--- config.mk ---
export PLATFORM = sky130hd
export DESIGN_NAME = gate_tester
export DESIGN_NICKNAME = d
export VERILOG_FILES = /design/src/rtl/gate_tester.sv
export SDC_FILE = /design/constraint.sdc
export NUM_CORES = 1
export LEC_CHECK = 0
export BUFFER_PORTS_ARGS = -buffer_cell sky130_fd_sc_hd__buf_4
export CORE_AREA = 4 4 53 55
export CTS_BUF_LIST = sky130_fd_sc_hd__clkbuf_2
export CTS_CLUSTER_DIAMETER = 100
export DETAILED_ROUTE_END_ITERATION = 7
export DIE_AREA = 0 0 57 59
export PLACE_DENSITY = 0.67
export SETUP_SLACK_MARGIN = 0.2
export SLEW_MARGIN = 20
export SYNTH_ARGS = -nofsm -noshare
export SYNTH_HDL_FRONTEND = slang
export SYNTH_SLANG_ARGS = --single-unit
export TNS_END_PERCENT = 10
--- constraint.sdc ---
create_clock -name clock -period 3.7 [get_ports clock]
set_input_delay 0.185 -clock clock [delete_from_list [all_inputs] [get_ports clock]]
set_output_delay 0.185 -clock clock [all_outputs]
set_load 0.02 [all_outputs]
--- src/rtl/gate_tester.sv ---
// Truth-table sweeper for a 2-input gate: drives each vector {dut_a,dut_b},
// waits SETTLE cycles, samples dut_c against EXPECT and accumulates mismatches.
module gate_tester #(
    parameter int         SETTLE = 2,
    parameter logic [3:0] EXPECT = 4'b1000
) (
    input  logic       clock,
    input  logic       reset_n,
    input  logic       start,
    input  logic       abort,
    input  logic       dut_c,
    output logic       dut_a,
    output logic       dut_b,
    output logic       busy,
    output logic       done,
    output logic       pass,
    output logic [2:0] err_count,
    output logic [3:0] fail_vec,
    output logic [2:0] fsm_state
);

    typedef enum logic [2:0] {
        ST_IDLE   = 3'd0,
        ST_DRIVE  = 3'd1,
        ST_SETTLE = 3'd2,
        ST_SAMPLE = 3'd3,
        ST_DONE   = 3'd4
    } state_t;

    // Last value of the settle counter before moving on to SAMPLE.
    localparam logic [3:0] SETTLE_LAST = (SETTLE == 0) ? 4'd0 : 4'(SETTLE - 1);

    state_t     state;
    state_t     state_next;
    logic [1:0] vec;
    logic [3:0] cnt;
    logic       mismatch;

    assign mismatch = (dut_c != EXPECT[vec]);

    always_ff @(posedge clock or negedge reset_n) begin
        if (!reset_n) begin
            state <= ST_IDLE;
        end else begin
            state <= state_next;
        end
    end

    always_comb begin
        state_next = state;
        case (state)
            ST_IDLE: begin
                if (start) state_next = ST_DRIVE;
            end
            ST_DRIVE: begin
                if (abort)            state_next = ST_IDLE;
                else if (SETTLE == 0) state_next = ST_SAMPLE;
                else                  state_next = ST_SETTLE;
            end
            ST_SETTLE: begin
                if (abort)                     state_next = ST_IDLE;
                else if (cnt == SETTLE_LAST)   state_next = ST_SAMPLE;
            end
            ST_SAMPLE: begin
                if (abort)            state_next = ST_IDLE;
                else if (vec == 2'd3) state_next = ST_DONE;
                else                  state_next = ST_DRIVE;
            end
            ST_DONE: begin
                state_next = ST_IDLE;
            end
            default: begin
                state_next = ST_IDLE;
            end
        endcase
    end

    always_ff @(posedge clock or negedge reset_n) begin
        if (!reset_n) begin
            vec       <= 2'd0;
            cnt       <= 4'd0;
            err_count <= 3'd0;
            fail_vec  <= 4'd0;
            pass      <= 1'b0;
        end else begin
            case (state)
                ST_IDLE: begin
                    if (start) begin
                        vec       <= 2'd0;
                        err_count <= 3'd0;
                        fail_vec  <= 4'd0;
                        pass      <= 1'b0;
                    end
                end
                ST_DRIVE: begin
                    cnt <= 4'd0;
                    if (abort) pass <= 1'b0;
                end
                ST_SETTLE: begin
                    cnt <= cnt + 4'd1;
                    if (abort) pass <= 1'b0;
                end
                ST_SAMPLE: begin
                    // An abort on the sampling edge throws this vector's result away.
                    if (abort) begin
                        pass <= 1'b0;
                    end else begin
                        if (mismatch) begin
                            err_count     <= err_count + 3'd1;
                            fail_vec[vec] <= 1'b1;
                        end
                        if (vec == 2'd3) begin
                            pass <= (err_count == 3'd0) && !mismatch;
                        end else begin
                            vec <= vec + 2'd1;
                        end
                    end
                end
                default: begin
                end
            endcase
        end
    end

    assign busy      = (state != ST_IDLE);
    assign done      = (state == ST_DONE);
    assign dut_a     = busy & vec[1];
    assign dut_b     = busy & vec[0];
    assign fsm_state = state;

endmodule

==> results of run 1 <==
[report_power, final]
| part | internal (uW) | switching (uW) |
|---|---|---|
| sequential | 220 | 87.2 |
| clock | 24.5 | 60.9 |
| combinational | 136 | 152 |
[per-layer routing]
layer	global-route usage (%)	wire (um)
met4	5.96	28
met2	20.9	948
met5	0	0
met1	17.9	972
met3	2.83	110
[registers in the layout, indices dropped and copies added (netlist names)]
name	flops
err_count	3
pass	1
vec	2
fsm_state	3
cnt	4
fail_vec	4
[Yosys cell counts (2+ instances only)]
library cell   n  area (um2)
nor4bb_1       2        20.0
mux2_2         2        22.5
o22ai_1        2        12.5
xnor2_1        2        17.5
a31oi_1        4        25.0
and2_1         2        12.5
o21ai_0        5        25.0
a21oi_1        6        30.0
ha_1           8         100
buf_2          3        15.0
nand2b_1       3        18.8
nor3_1         6        30.0
nor4b_1        2        17.5
inv_1          9        33.8
dfrtp_1       17         425
buf_4          2        15.0
nor2_1         9        33.8
[kinds of logic (layout without fill, tap and decap cells)]
| group | Yosys count | after routing |
|---|---|---|
| AO/OA/AOI/OAI | 25 | 25 |
| AND/OR/NAND/NOR | 34 | 34 |
| multiplexers | 3 | 3 |
| adder cells (fa/ha/maj) | 8 | 8 |
| buffers and inverters | 15 | 33 |
| XOR/XNOR | 3 | 3 |
| flip-flops | 17 | 17 |
[layout by cell type (no fill, tap or decap), drive strengths merged, types with 2 or more instances in the layout]
cell	count
buf	19
dfrtp	17
inv	9
nor2	9
ha	8
a21oi	7
nor3	7
o21ai	5
a31oi	4
nand2b	3
clkbuf	3
nor4b	3
and2	2
mux2	2
xnor2	2
nor4bb	2
o22ai	2
[stage by stage]
| step | cell area [um2] | hold slack [ns] | cells |
|---|---|---|---|
| after floorplan | 1050 | -0.111 | 105 |
| after global placement | 1200 | 0.0642 | 148 |
| after detailed placement | 1200 | 0.0627 | 148 |
| after CTS | 1230 | 0.0712 | 153 |
| after global routing | 1230 | 0.0506 | 153 |
| final | 1230 | 0.0821 | 153 |
[critical path: stages, from the launching register on]
cell,delay (ns)
dfrtp_1,0.81
nor2_1,0.13
and2_1,0.19
buf_4,0.15
[worst paths after layout]
kind                                          start                       end  slack [ns]  cells after the start
min in group asynchronous                   reset_n  err_count[1]$_DFFE_PN0P_        0.26                      2
max in group asynchronous                   reset_n  fsm_state[2]$_DFFE_PN0P_        3.25                      2
min reg2reg                 fail_vec[3]$_DFFE_PN0P_   fail_vec[3]$_DFFE_PN0P_        0.53                      2
min                                           abort  fsm_state[1]$_DFFE_PN0P_        0.08                      2
max                        fsm_state[0]$_DFFE_PN0P_                      done        1.94                      3
max reg2reg                fsm_state[2]$_DFFE_PN0P_          pass$_DFFE_PN0P_        1.98                      4
[final cells by class]
type,instances,area [um2],share of cell area (%)
multi-input cells,73,561,45.6
flip-flops and latches,17,425,34.6
well taps,30,37.5,3.05
clock inverters,1,5.00,0.407
clock buffers,3,15.0,1.22
inverters,9,33.8,2.75
repair buffers,20,153,12.4
==> metrics.cfg, run 1 <==
[run_status]
status=finished clean

[floorplanning]
core_um2=2390
die_x_um=57
start_util_pct=44.1
die_h_um=59
num_rows=18
ios=20
dieArea_um2=3360

[yosys]
async_flop_share_pct=100
synthMuxAreaShare_pct=3.09
syn-cell-area_um2=1050
synth_cell_type_count=38
ys_seq_area_share_pct=40.4
synthSimpleGateAreaFrac_pct=22.1
synth_ff_type=dfrtp_1
ys_warn_count=0
synth_xor_xnor_area_share_pct=3.21
syn_avg_cell_area_um2=10.0
synth_edf_count=0
synth_compound_area_share_pct=15.3
synthesis.instances=105
synth_nets=118
yosys_register_bits=17
synth_fa_ha_area_share_pct=9.50
synth_top_family_by_area=simple AND/OR/NAND/NOR gates

[grt]
grt_use_total_pct=13.4
grt_pass1_wl_um=3520
grt_antenna_before_repair=0
grt_pass1_vias=775
grt_overflow=0
grt_max_degree=22

[route]
route.vias.total=807
drt-initial-drc-count=13
first_pass_iters=4
drcViolationCount=0
wirelength_um=2060
ant_nets=0
viasPerCell=5.27
wl_per_cell_um=13.5

[clock_network]
cts_tree=done
numCtsBuffers=3
cts-root-buf=clkbuf_2
post_cts_buffers=0
clk_latency_ns=0.29
clock-sinks=17
clk_path_buf_depth=2
ctsHoldBuffers=1
cts.clk_slew.worst_paths_ns=0.18
cts_resized=0
htreeDepth=1

[power_and_ir_drop]
finalPower_uw=680
vdd_drop_max_v=0.000256
power.density_nw_per_um2=553
leakagePower_uw=0.000584

[critical_path]
cp_max_fo=21
critPathLaunchType=flop
arrival_ns=1.57
crit_required_ns=3.51
path_class=flop to output pin
endpoint_kind=output pin

[layout]
drive_above_1_share_pct=24.4
diodes=0
final_nets=137
fillers=238
final_util_pct=51.5
areaGrowthSynthToFinish_pct=16.7

[sta]
max_freq_mhz=568
final-hold-violation-count=0
finalCritPeriodShare_pct=47.6
skew_ns=0.00522
rsz0062_at_grt=false
min_period_ns=1.76
setup_viol=0
maxSlewHeadroom_pct=55.6
worst_pin_slew_ns=0.667
setup_tns_ns=0
layout_setup_ws_ns=1.94
slew_viol_final=0

[place]
post-place-ws_ns=1.99
place.port_buffers=19
finalWeightedCongestion=0.789
hpwl_um=1520

[flow_run]
maxCapViolCount=0

[min_path]
holdCritPathClass=input port to flop

(Power assumes the default switching activity.)
==> run 2, diff against run 1 <==
- PLACE_DENSITY: 0.67 -> 0.69
- clock period: 3.7 -> 1.6 ns (I/O delays scaled with it)
==> run 2 against run 1 <==
Clock power is 120% higher. Clock skew is 0.0031 ns lower. Core utilization is 8.0 points higher. Count of clock-buffer cells in the layout stayed put. First-iteration DRC count is 23% lower. Worst hold slack better by 0.076 ns. Power grew to 2.8 times the previous value. Via count is 8.4% higher. Combinational power grew to 3.8 times the previous value. Critical path type is now flop to flop. Largest cell class unchanged.
==> metrics.cfg, run 2 (synthesis results as in run 1) <==
[layout]
fin_area_um2=1420
areaGrowthSynthToFinish_pct=34.9
diodes=0
final_common_cell=buf_4
final_nets=151
fin_cells=167
fillers=203
reg_top3=cnt (4), fail_vec (4)
most-common-layout-cells=buf_4 (28), dfrtp_1 (14), inv_1 (8), nor2_1 (8), ha_1 (7)
drive_above_1_share_pct=38.0

[route]
route.vias.total=875
viasPerCell=5.24
drt-initial-drc-count=10
wirelength_um=2390
ant_nets=0
drcViolationCount=0
first_pass_iters=4
wl_per_cell_um=14.3

[power_and_ir_drop]
vdd_drop_max_v=0.000923
swShare_pct=41.9
finalPower_uw=1910
p_int_uw=1110
seqPwrFrac_pct=33.5
power.density_nw_per_um2=1340
leakagePower_uw=0.000664
clkPwrFrac_pct=9.9
p_comb_share_pct=56.5
power.switching_uw=799

[place]
hpwl_um=1780
finalWeightedCongestion=0.745
place.port_buffers=19
dp_cells=154
place_area_um2=1270

[sta]
setup_viol=0
setup_tns_ns=0
rsz0062_at_grt=true
skew_ns=0.00216
finalCritPeriodShare_pct=89.6
maxSlewHeadroom_pct=74.7
max_freq_mhz=698
min_period_ns=1.43
final-hold-violation-count=0
worst_pin_slew_ns=0.370
slew_viol_final=0

[grt]
grt_max_degree=18
grt_overflow=0
grt_pass1_wl_um=4220
grt_antenna_before_repair=0
grt_pass1_vias=900
grt_use_total_pct=16.1

[critical_path]
cp_slowest_cell=dfrtp_2
crit_required_ns=1.79
crit_family=flip-flops
endpoint_kind=flop
worstPathCellList=buf_6 -> nor4b_4 -> a21oi_2 -> a221o_1
max_stage_delay_ns=0.50
cp_max_fo=6
critPathLaunchType=flop
crit_buf_inv=1
arrival_ns=1.63
path_class=flop to flop

[floorplanning]
core_um2=2390
die_h_um=59
num_rows=18
ios=20
die_x_um=57
dieArea_um2=3360
start_util_pct=44.1

[clock_network]
cts_tree=done
cts.clk_slew.worst_paths_ns=0.16
clk_path_buf_depth=2
clk_latency_ns=0.29
numCtsBuffers=3
cts-root-buf=clkbuf_2
clock-sinks=17
htreeDepth=1

[flow_run]
maxCapViolCount=0

[run_status]
status=finished clean

[min_path]
holdCritPathClass=input port to async pin

run 2: per-stage QoR:
step | hold WS, ns | utilization [%] | worst slack [ns]
after floorplan | -0.216 | - | 0.0869
after global placement | -0.0437 | 53.4 | 0.104
after detailed placement | -0.0423 | 53.4 | 0.0675
after CTS | 0.137 | 59.2 | 0.154
after global routing | 0.110 | 59.5 | 0.0693
final | 0.158 | 59.5 | 0.167
run 2: final timing paths:
kind / slack (ns) / to / cells past startpoint / from
worst max-delay path: 0.17 / err_count[2]$_DFFE_PN0P_ / 4 / fsm_state[1]$_DFFE_PN0P_
worst min-delay path: 0.16 / fail_vec[1]$_DFFE_PN0P_ / 2 / reset_n
worst max register to register: 0.17 / err_count[2]$_DFFE_PN0P_ / 4 / fsm_state[1]$_DFFE_PN0P_
worst min register to register: 0.53 / fail_vec[2]$_DFFE_PN0P_ / 2 / fail_vec[2]$_DFFE_PN0P_
max in group asynchronous: 1.24 / fsm_state[0]$_DFFE_PN0P_ / 2 / reset_n
min in group clock: 0.23 / fail_vec[1]$_DFFE_PN0P_ / 4 / dut_c
run 2: what timing repair did:
item / in CTS / in global routing
endpoints found under the setup margin: 12 / 11
buffers inserted: 7 / 0
pin swaps: 2 / 0
hold buffers: 2 / 0
gates resized for setup: 8 / 2
hold endpoints to repair: 18 / 0
run 2: layout make-up:
cell class | count | area, um2 | share of cell area (%)
Clock inverter | 1 | 5.00 | 0.352
Clock buffer | 3 | 15.0 | 1.06
Sequential cell | 17 | 429 | 30.2
Timing Repair Buffer | 34 | 284 | 20.0
Inverter | 9 | 33.8 | 2.38
Tap cell | 30 | 37.5 | 2.64
Multi-Input combinational cell | 73 | 617 | 43.4
run 2: per-layer routing:
metal | up-vias | track usage (%) | part of all wire, %
met4 | 0 | 4.97 | 0
met1 | 417 | 19.9 | 44
met2 | 17 | 28.4 | 51
met5 | - | 0 | 0
met3 | 0 | 3.27 | 4.8
li1 | 441 | - | -
run 2: power by group through the flow:
stage               combinational (uW)  sequential [uW]  clock (uW)
detailed placement                 861              664           0
global route                      1170              654         234
floorplan                          574              668           0
CTS                               1070              635         203
finish                            1080              640         190
global placement                   837              654           0
==> run 3, diff against run 2 <==
- CORE_AREA: 4 4 53 55 -> 4 4 67 45
- DIE_AREA: 0 0 57 59 -> 0 0 71 49
- PLACE_DENSITY: 0.69 -> 0.68
==> run 3 against run 2 <==
Routed wire length increased by 15%. Register-to-register slack got worse by 0.06 ns. Core utilization increased by 2.1 points. Critical path depth unchanged. Design area increased by 3.3%. Via count increased by 6.2%. Critical path type unchanged. Critical endpoint unchanged.
==> metrics.cfg, run 3 (synthesis results as in run 1) <==
[clock_network]
cts_tree=done
clock-sinks=17
htreeDepth=1
cts-root-buf=clkbuf_2
numCtsBuffers=3
clk_path_buf_depth=2
cts.clk_slew.worst_paths_ns=0.19
clk_latency_ns=0.33

[grt]
grt_pass1_vias=940
grt_antenna_before_repair=0
grt_pass1_wl_um=4800
grt_use_total_pct=18.0
grt_max_degree=18
grt_overflow=0

[critical_path]
r2r_setup_slack_ns=0.11
cp-endpoint=err_count[2]$_DFFE_PN0P_
critPathLaunchType=flop
crit_required_ns=1.83
critPathLaunch=fsm_state[1]$_DFFE_PN0P_
r2r_cells=4
arrival_ns=1.72
cp_slowest_cell=dfrtp_2
worstPathCellList=buf_12 -> nor4b_4 -> a21oi_2 -> a221o_1
max_stage_delay_ns=0.50
endpoint_kind=flop
reg2reg_from=fsm_state[1]$_DFFE_PN0P_
path_class=flop to flop
reg2reg_to=err_count[2]$_DFFE_PN0P_
cp_max_fo=7

[sta]
maxSlewHeadroom_pct=67.4
final-hold-violation-count=0
skew_ns=0.0150
worst_pin_slew_ns=0.477
max_freq_mhz=670
setup_viol=0
setup_tns_ns=0
slew_viol_final=0
finalCritPeriodShare_pct=93.2
rsz0062_at_grt=true
min_period_ns=1.49

[layout]
fin_cells=173
most-common-layout-cells=buf_4 (33), dfrtp_1 (14), inv_1 (8), nor2_1 (8), ha_1 (7)
drive_above_1_share_pct=40.4
final_common_cell=buf_4
reg_top3=cnt (4), fail_vec (4)
fin_area_um2=1470
final_util_pct=61.6
areaGrowthSynthToFinish_pct=39.3
diodes=0
fillers=208
final_nets=155

[route]
wl_per_cell_um=15.9
route.vias.total=929
drcViolationCount=0
first_pass_iters=4
ant_nets=0
viasPerCell=5.37
wirelength_um=2750
drt-initial-drc-count=81

[run_status]
status=finished clean

[floorplanning]
die_x_um=71
dieArea_um2=3480
start_util_pct=44.2
ios=20
num_rows=14
core_um2=2380
die_h_um=49

[flow_run]
maxCapViolCount=0

[min_path]
holdCritPathClass=input port to async pin

[place]
place_area_um2=1310
place.port_buffers=19
finalWeightedCongestion=0.811
hpwl_um=1860
dp_cells=160

[power_and_ir_drop]
leakagePower_uw=0.000680
vdd_drop_max_v=0.000779
finalPower_uw=2060
power.density_nw_per_um2=1400

==> run 3: worst min-delay path by stage <==
stage / slack (ns) / depth (start not counted) / end / start
after global placement: -0.04 / 1 / fail_vec[2]$_DFFE_PN0P_ / reset_n
after floorplan: -0.22 / 0 / cnt[0]$_DFFE_PN0P_ / reset_n
after global routing: 0.10 / 2 / fail_vec[1]$_DFFE_PN0P_ / reset_n
after CTS: 0.12 / 2 / fail_vec[2]$_DFFE_PN0P_ / reset_n
final: 0.12 / 2 / fail_vec[2]$_DFFE_PN0P_ / reset_n
after detailed placement: -0.04 / 1 / fail_vec[2]$_DFFE_PN0P_ / reset_n
==> run 3: critical path: cells and delay by family (launching register included) <==
| family | cells | cell delay [ns] |
|---|---|---|
| buffers and inverters | 1 | 0.15 |
| AND/OR/NAND/NOR | 1 | 0.31 |
| flip-flops | 1 | 0.50 |
| AO/OA/AOI/OAI | 2 | 0.43 |
==> run 3: stage by stage <==
stage                     worst slack (ns)  hold slack, ns
after global placement               0.101         -0.0379
final                                0.108           0.117
after detailed placement            0.0813         -0.0401
after global routing                0.0355           0.101
after CTS                            0.124           0.121
after floorplan                     0.0869          -0.216
==> run 3: what timing repair did <==
item | in CTS | in global routing
setup buffers | 7 | 0
pin swaps | 2 | 1
endpoints found under the setup margin | 11 | 16
gates cloned | 0 | 0
hold buffers | 2 | 0
hold endpoints to repair | 18 | 0
resized for setup | 7 | 2
==> run 3: layer usage <==
metal / track usage (%) / share of wire [%] / vias up
met5: 0 / 0 / -
met4: 6.25 / 1.5 / 0
met3: 5.35 / 5.8 / 7
met2: 27.7 / 47 / 27
met1: 23.9 / 46 / 448
li1: - / - / 447
==> run 3: layout make-up <==
class,instances,area [um2],share of cell area (%)
Sequential cell,17,429,29.2
Timing Repair Buffer,38,319,21.7
Clock inverter,1,7.51,0.512
Clock buffer,3,15.0,1.02
Tap cell,32,40.0,2.73
Multi-Input combinational cell,73,623,42.5
Inverter,9,33.8,2.30
==> run 3: power by group <==
group	internal, uW	switching (uW)	total (uW)
clock	58.2	158	216
combinational	606	611	1220
sequential	515	110	625
